**config.mk**
```make
export PLATFORM = sky130hd
export DESIGN_NAME = sata_cmd_sched
export DESIGN_NICKNAME = d
export VERILOG_FILES = /design/src/rtl/sata_cmd_sched.sv
export SDC_FILE = /design/constraint.sdc
export NUM_CORES = 1
export LEC_CHECK = 0
export BUFFER_PORTS_ARGS = -buffer_cell sky130_fd_sc_hd__buf_2
export CAP_MARGIN = 20
export CORE_MARGIN = 4
export CORE_UTILIZATION = 45
export CTS_CLUSTER_SIZE = 16
export DETAILED_ROUTE_END_ITERATION = 12
export PLACE_DENSITY = 0.84
export SYNTH_ARGS = -nofsm -noshare
export SYNTH_HDL_FRONTEND = slang
export SYNTH_SLANG_ARGS = --single-unit
export TNS_END_PERCENT = 30
```
**constraint.sdc**
```tcl
create_clock -name clk -period 3.99 [get_ports clk]
set_clock_uncertainty 0.1 [all_clocks]
set_input_delay 0.5985 -clock clk [delete_from_list [all_inputs] [get_ports clk]]
set_output_delay 0.5985 -clock clk [all_outputs]
set_load 0.02 [all_outputs]
```
**src/rtl/sata_cmd_sched.sv**
```systemverilog
// SATA command scheduler: round-robin arbitration of host command channels onto
// one FIS stream, then a wait for device status (or a timeout) and a per-channel completion pulse.
module sata_cmd_sched #(
    parameter int N_CH       = 4,
    parameter int DATA_WIDTH = 32,
    parameter int MAX_DWORDS = 5,
    parameter int TIMEOUT_W  = 24,
    localparam int GW        = $clog2(N_CH)
) (
    input  logic                       clk,
    input  logic                       rst,
    input  logic                       linkup,
    input  logic [TIMEOUT_W-1:0]       timeout_cycles,
    input  logic [N_CH-1:0]            cmd_valid,
    output logic [N_CH-1:0]            cmd_ready,
    input  logic [N_CH*DATA_WIDTH-1:0] cmd_data,
    input  logic [N_CH-1:0]            cmd_last,
    output logic                       fis_valid,
    input  logic                       fis_ready,
    output logic [DATA_WIDTH-1:0]      fis_data,
    output logic                       fis_last,
    output logic [GW-1:0]              fis_ch,
    input  logic                       sts_valid,
    input  logic                       sts_err,
    output logic [N_CH-1:0]            done,
    output logic [N_CH-1:0]            done_err,
    output logic                       busy
);

    localparam int CW = $clog2(MAX_DWORDS + 1);

    typedef enum logic [1:0] {IDLE, XFER, WAIT_STS, CPL} state_t;

    state_t                state_q;
    logic [GW-1:0]         grant_q;
    logic [GW-1:0]         last_grant_q;
    logic [GW-1:0]         pick;
    logic [CW-1:0]         cnt_q;
    logic [TIMEOUT_W-1:0]  tmo_q;
    logic                  err_q;
    logic                  busy_q;
    logic [N_CH-1:0]       done_q;
    logic [N_CH-1:0]       done_err_q;
    logic [N_CH-1:0]       grant_oh;
    logic                  xfer_act;
    logic                  fire;
    logic                  cap_hit;
    logic                  tmo_hit;
    logic                  found;
    int unsigned           idx;

    // Round-robin search starting one past the previous grant, wrapping at N_CH.
    always_comb begin
        pick  = '0;
        found = 1'b0;
        idx   = 0;
        for (int unsigned i = 1; i <= 32'(N_CH); i++) begin
            idx = (32'(last_grant_q) + i) % 32'(N_CH);
            if (!found && cmd_valid[idx[GW-1:0]]) begin
                pick  = idx[GW-1:0];
                found = 1'b1;
            end
        end
    end

    // Link loss stalls the stream so no dword is handed over that the command will never own.
    assign xfer_act  = (state_q == XFER) && linkup;
    assign grant_oh  = N_CH'(1) << grant_q;
    assign fis_valid = xfer_act && cmd_valid[grant_q];
    assign fis_data  = cmd_data[32'(grant_q)*DATA_WIDTH +: DATA_WIDTH];
    assign cap_hit   = (cnt_q == CW'(MAX_DWORDS - 1));
    assign fis_last  = cmd_last[grant_q] | cap_hit;
    assign cmd_ready = xfer_act ? (grant_oh & {N_CH{fis_ready}}) : '0;
    assign fire      = fis_valid && fis_ready;
    assign tmo_hit   = (timeout_cycles != '0) && (tmo_q == timeout_cycles - TIMEOUT_W'(1));
    assign fis_ch    = grant_q;
    assign done      = done_q;
    assign done_err  = done_err_q;
    assign busy      = busy_q;

    always_ff @(posedge clk) begin
        if (rst) begin
            state_q      <= IDLE;
            grant_q      <= '0;
            last_grant_q <= GW'(N_CH - 1);
            cnt_q        <= '0;
            tmo_q        <= '0;
            err_q        <= 1'b0;
            busy_q       <= 1'b0;
            done_q       <= '0;
            done_err_q   <= '0;
        end else begin
            done_q     <= '0;
            done_err_q <= '0;
            unique case (state_q)
                IDLE: begin
                    if (linkup && (|cmd_valid)) begin
                        grant_q <= pick;
                        cnt_q   <= '0;
                        err_q   <= 1'b0;
                        busy_q  <= 1'b1;
                        state_q <= XFER;
                    end
                end
                XFER: begin
                    if (!linkup) begin
                        err_q      <= 1'b1;
                        done_q     <= grant_oh;
                        done_err_q <= grant_oh;
                        state_q    <= CPL;
                    end else if (fire) begin
                        cnt_q <= cnt_q + CW'(1);
                        if (cap_hit && !cmd_last[grant_q]) begin
                            err_q <= 1'b1;
                        end
                        if (fis_last) begin
                            tmo_q   <= '0;
                            state_q <= WAIT_STS;
                        end
                    end
                end
                WAIT_STS: begin
                    tmo_q <= tmo_q + TIMEOUT_W'(1);
                    if (!linkup || (!sts_valid && tmo_hit)) begin
                        err_q      <= 1'b1;
                        done_q     <= grant_oh;
                        done_err_q <= grant_oh;
                        state_q    <= CPL;
                    end else if (sts_valid) begin
                        err_q      <= err_q | sts_err;
                        done_q     <= grant_oh;
                        done_err_q <= (err_q | sts_err) ? grant_oh : '0;
                        state_q    <= CPL;
                    end
                end
                CPL: begin
                    last_grant_q <= grant_q;
                    busy_q       <= 1'b0;
                    state_q      <= IDLE;
                end
                default: state_q <= IDLE;
            endcase
        end
    end

endmodule

```
==> out/qor.csv <==
metric,value,unit
clk root buf,clkbuf_8,
reg2reg path depth,10,
cell mode on critical path,a21oi_1,
status,"complete, no violations",
WL/cell,19.8,µm
Worst-path clk slew,0.09,ns
Die Area,10100,µm²
sw frac,0.422,
Max VDD drop,0.198,mV
worst path required time,4.14,ns
Die H,101,µm
Core Area,8300,µm²
switching pwr,0.000698,W
Flop pwr share,0.302,
Die W,101,µm
drt first pass iters,5,
hold buffer count at cts,0,
first-pass GRT wire length,21800,µm
synth top area cells,"dfxtp_1, mux4_2, xnor2_1",
initial core utilization,0.466,
"Hold Vio Cnt, Final",0,
period utilisation layout,0.783,
share of layout cells above drive strength 1,0.458,
Pint,0.000954,W
Setup CP Type,register to register,
"Slew Viols, Final",0,
sequential fraction of the synthesis area,0.223,
synth unique cells,61,
GP Congestion,0.900,
GRT Util Overall,0.275,
DRC Markers,0,
P&R area growth vs syn,31.9,%
"CP delay by family, top",simple AND/OR/NAND/NOR gates,
Yosys reg bits,43,
vias in the first global route,4238,
routed vias/inst,5.77,
"Core Util, Final",0.614,
Worst EP arrival,3.27,ns
initial antenna violation count,0,
synthesized area per cell,9.20,µm²
top cell type's share of synthesized area,0.223,
measured slew at the worst slew-check pin,0.639,ns
RSZ-0062 raised after global routing,no,
CP Cell Sequence,inv_1 > ha_1 > nand3_1 > nor2b_1 > buf_4 > a21oi_1 > nor4_2 > nand2_1 > or3_1 > a21oi_1,
input/output buffers,214,
min-delay worst type,register to register,
# fillers,706,
Antenna Violating Nets Remaining,0,
Hold Crit Depth,2,
Async SR Flop Fraction,0,
HPWL Detailed,12200,µm
DRT Wirelength,14400,µm
largest net degree at the start of global routing,36,
total CTS buffers,5,
initial DRC count,235,
Most used DFF post-synth,dfxtp_1,
cts repair resizes,0,
Mapped Cells,420,
CP Launch Type,register,
Crit path largest cell delay,0.48,ns
# diodes,0,
max_slew headroom,0.574,
CTS tree,built,
static leakage,2.13,nW
total gr overflow,0,
Core Rows,33,
CP max FO,11,
Max Cap Violations,0,
number of enable flip-flop cells after synthesis,0,
dominant cell type by area after synthesis,dfxtp_1,
total setup buffers inserted after CTS,0,
kind of end point of the critical path,register,
most frequent cell after synthesis,nor2_1,
CTS H-tree lvls,2,
final setup violating endpoints,0,
Comb power frac,0.521,
Worst path depth,10,
slowest CP cell,nor4_2,
worst skew pair latency,0.31,ns
Clock Path Buffers,2,
critical path buffer and inverter count,2,
setup TNS,0,ns
clock power share,0.177,
Sink Count,43,
pwr dens,324,nW/µm²
Post-Syn Nets,595,
# IOs,215,
fin crit period,3.13,ns
Max Freq,0.320,GHz
Mapped Area,3860,µm²
most frequent cells after synthesis,"nor2_1, dfxtp_1, mux4_2",
Nets,799,
synth warn,0,
via count,4214,
## state kept, by name, indices dropped and copies added (netlist names)
signal,cells
busy,1
done_err,4
done,4
state_q,2
fis_ch,2
tmo_q,24
err_q,1
last_grant_q,2
cnt_q,3
## metal layers
layer,up-vias,track usage,wire length [µm]
li1,1971,-,-
met1,2048,0.343,5650
met2,177,0.479,7410
met3,18,0.0740,1240
met4,0,0.0508,133
met5,-,0,0
## final cells by class
type	instances	area, µm²	share of cell area
inverter	18	67.6	0.0133
clock inverter	3	23.8	0.00466
tap	105	131	0.0258
timing repair buffer	221	1120	0.220
multi-input combinational	335	2820	0.553
sequential	43	863	0.169
clock buffer	5	68.8	0.0135
## power groups by stage
stage / clock [W] / combinational [W] / sequential (W)
finish: 0.000292 / 0.000860 / 0.000499
global route: 0.000318 / 0.000933 / 0.000507
floorplan: 0 / 0.000583 / 0.000493
detailed placement: 0 / 0.000853 / 0.000509
global placement: 0 / 0.000836 / 0.000507
CTS: 0.000296 / 0.000859 / 0.000499
## logic make-up (layout without fill, tap and decap cells)
kind of cell,Yosys count,count (layout),share of synthesized area
AOI/OAI and AO/OA,61,61,0.111
xor gates and xnor gates,50,50,0.113
adders and majority gates,9,9,0.0291
buffers and inverters,42,247,0.0476
DFF,43,43,0.223
muxes,42,42,0.219
and+or+nand+nor,173,173,0.257
## tightest hold or removal path: cells and delay by family (launching register included)
kind | cells | cell delay (ns)
flip-flops | 1 | 0.34
AO/OA/AOI/OAI | 1 | 0.06
AND/OR/NAND/NOR | 1 | 0.06
## cell usage in the layout (no fill, tap or decap), drive strengths merged, types with 2 or more instances in the layout
| cell type | count |
|---|---|
| ha | 9 |
| nor4 | 13 |
| o21ai | 15 |
| nor3b | 4 |
| nor3 | 13 |
| o41ai | 4 |
| mux4 | 34 |
| or4 | 4 |
| nor2b | 4 |
| clkinvlp | 2 |
| xor2 | 22 |
| nand2 | 27 |
| and3 | 2 |
| a22oi | 2 |
| or3 | 5 |
| and4 | 3 |
| dfxtp | 43 |
| nand3b | 6 |
| clkbuf | 5 |
| xnor2 | 28 |
| o22a | 2 |
| o21a | 3 |
| buf | 221 |
| inv | 19 |
| a21oi | 17 |
| nand4 | 11 |
| o2111ai | 2 |
| or2 | 2 |
| mux2i | 8 |
| nor2 | 52 |
| nand2b | 5 |
| nor4b | 3 |
| nand3 | 13 |
| a31oi | 2 |
| nand4b | 2 |
| o22ai | 2 |
| or4b | 2 |
## per-stage QoR
| step | power (W) | worst slack, ns | hold slack (ns) | std cells | area [µm²] |
|---|---|---|---|---|---|
| 2_1_floorplan | 0.00108 | 0.963 | 0.349 | 420 | 3860 |
| 3_3_place_gp | 0.00134 | 0.657 | 0.359 | 722 | 5000 |
| 3_5_place_dp | 0.00136 | 0.575 | 0.394 | 722 | 5000 |
| 4_1_cts | 0.00165 | 0.888 | 0.405 | 730 | 5100 |
| 5_1_grt | 0.00176 | 0.527 | 0.431 | 730 | 5100 |
| 6_report | 0.00165 | 0.865 | 0.404 | 730 | 5100 |
## final timing paths
check | slack [ns] | end | from
worst min register to register | 0.40 | cnt_q[1]$_SDFFE_PP0P_ | cnt_q[1]$_SDFFE_PP0P_
worst max-delay path | 0.86 | tmo_q[22]$_SDFFE_PP0P_ | state_q[1]$_SDFFE_PP0P_
worst max register to register | 0.86 | tmo_q[22]$_SDFFE_PP0P_ | state_q[1]$_SDFFE_PP0P_
worst min-delay path | 0.40 | cnt_q[1]$_SDFFE_PP0P_ | cnt_q[1]$_SDFFE_PP0P_
Note: power is estimated with default switching activity, not from simulation.
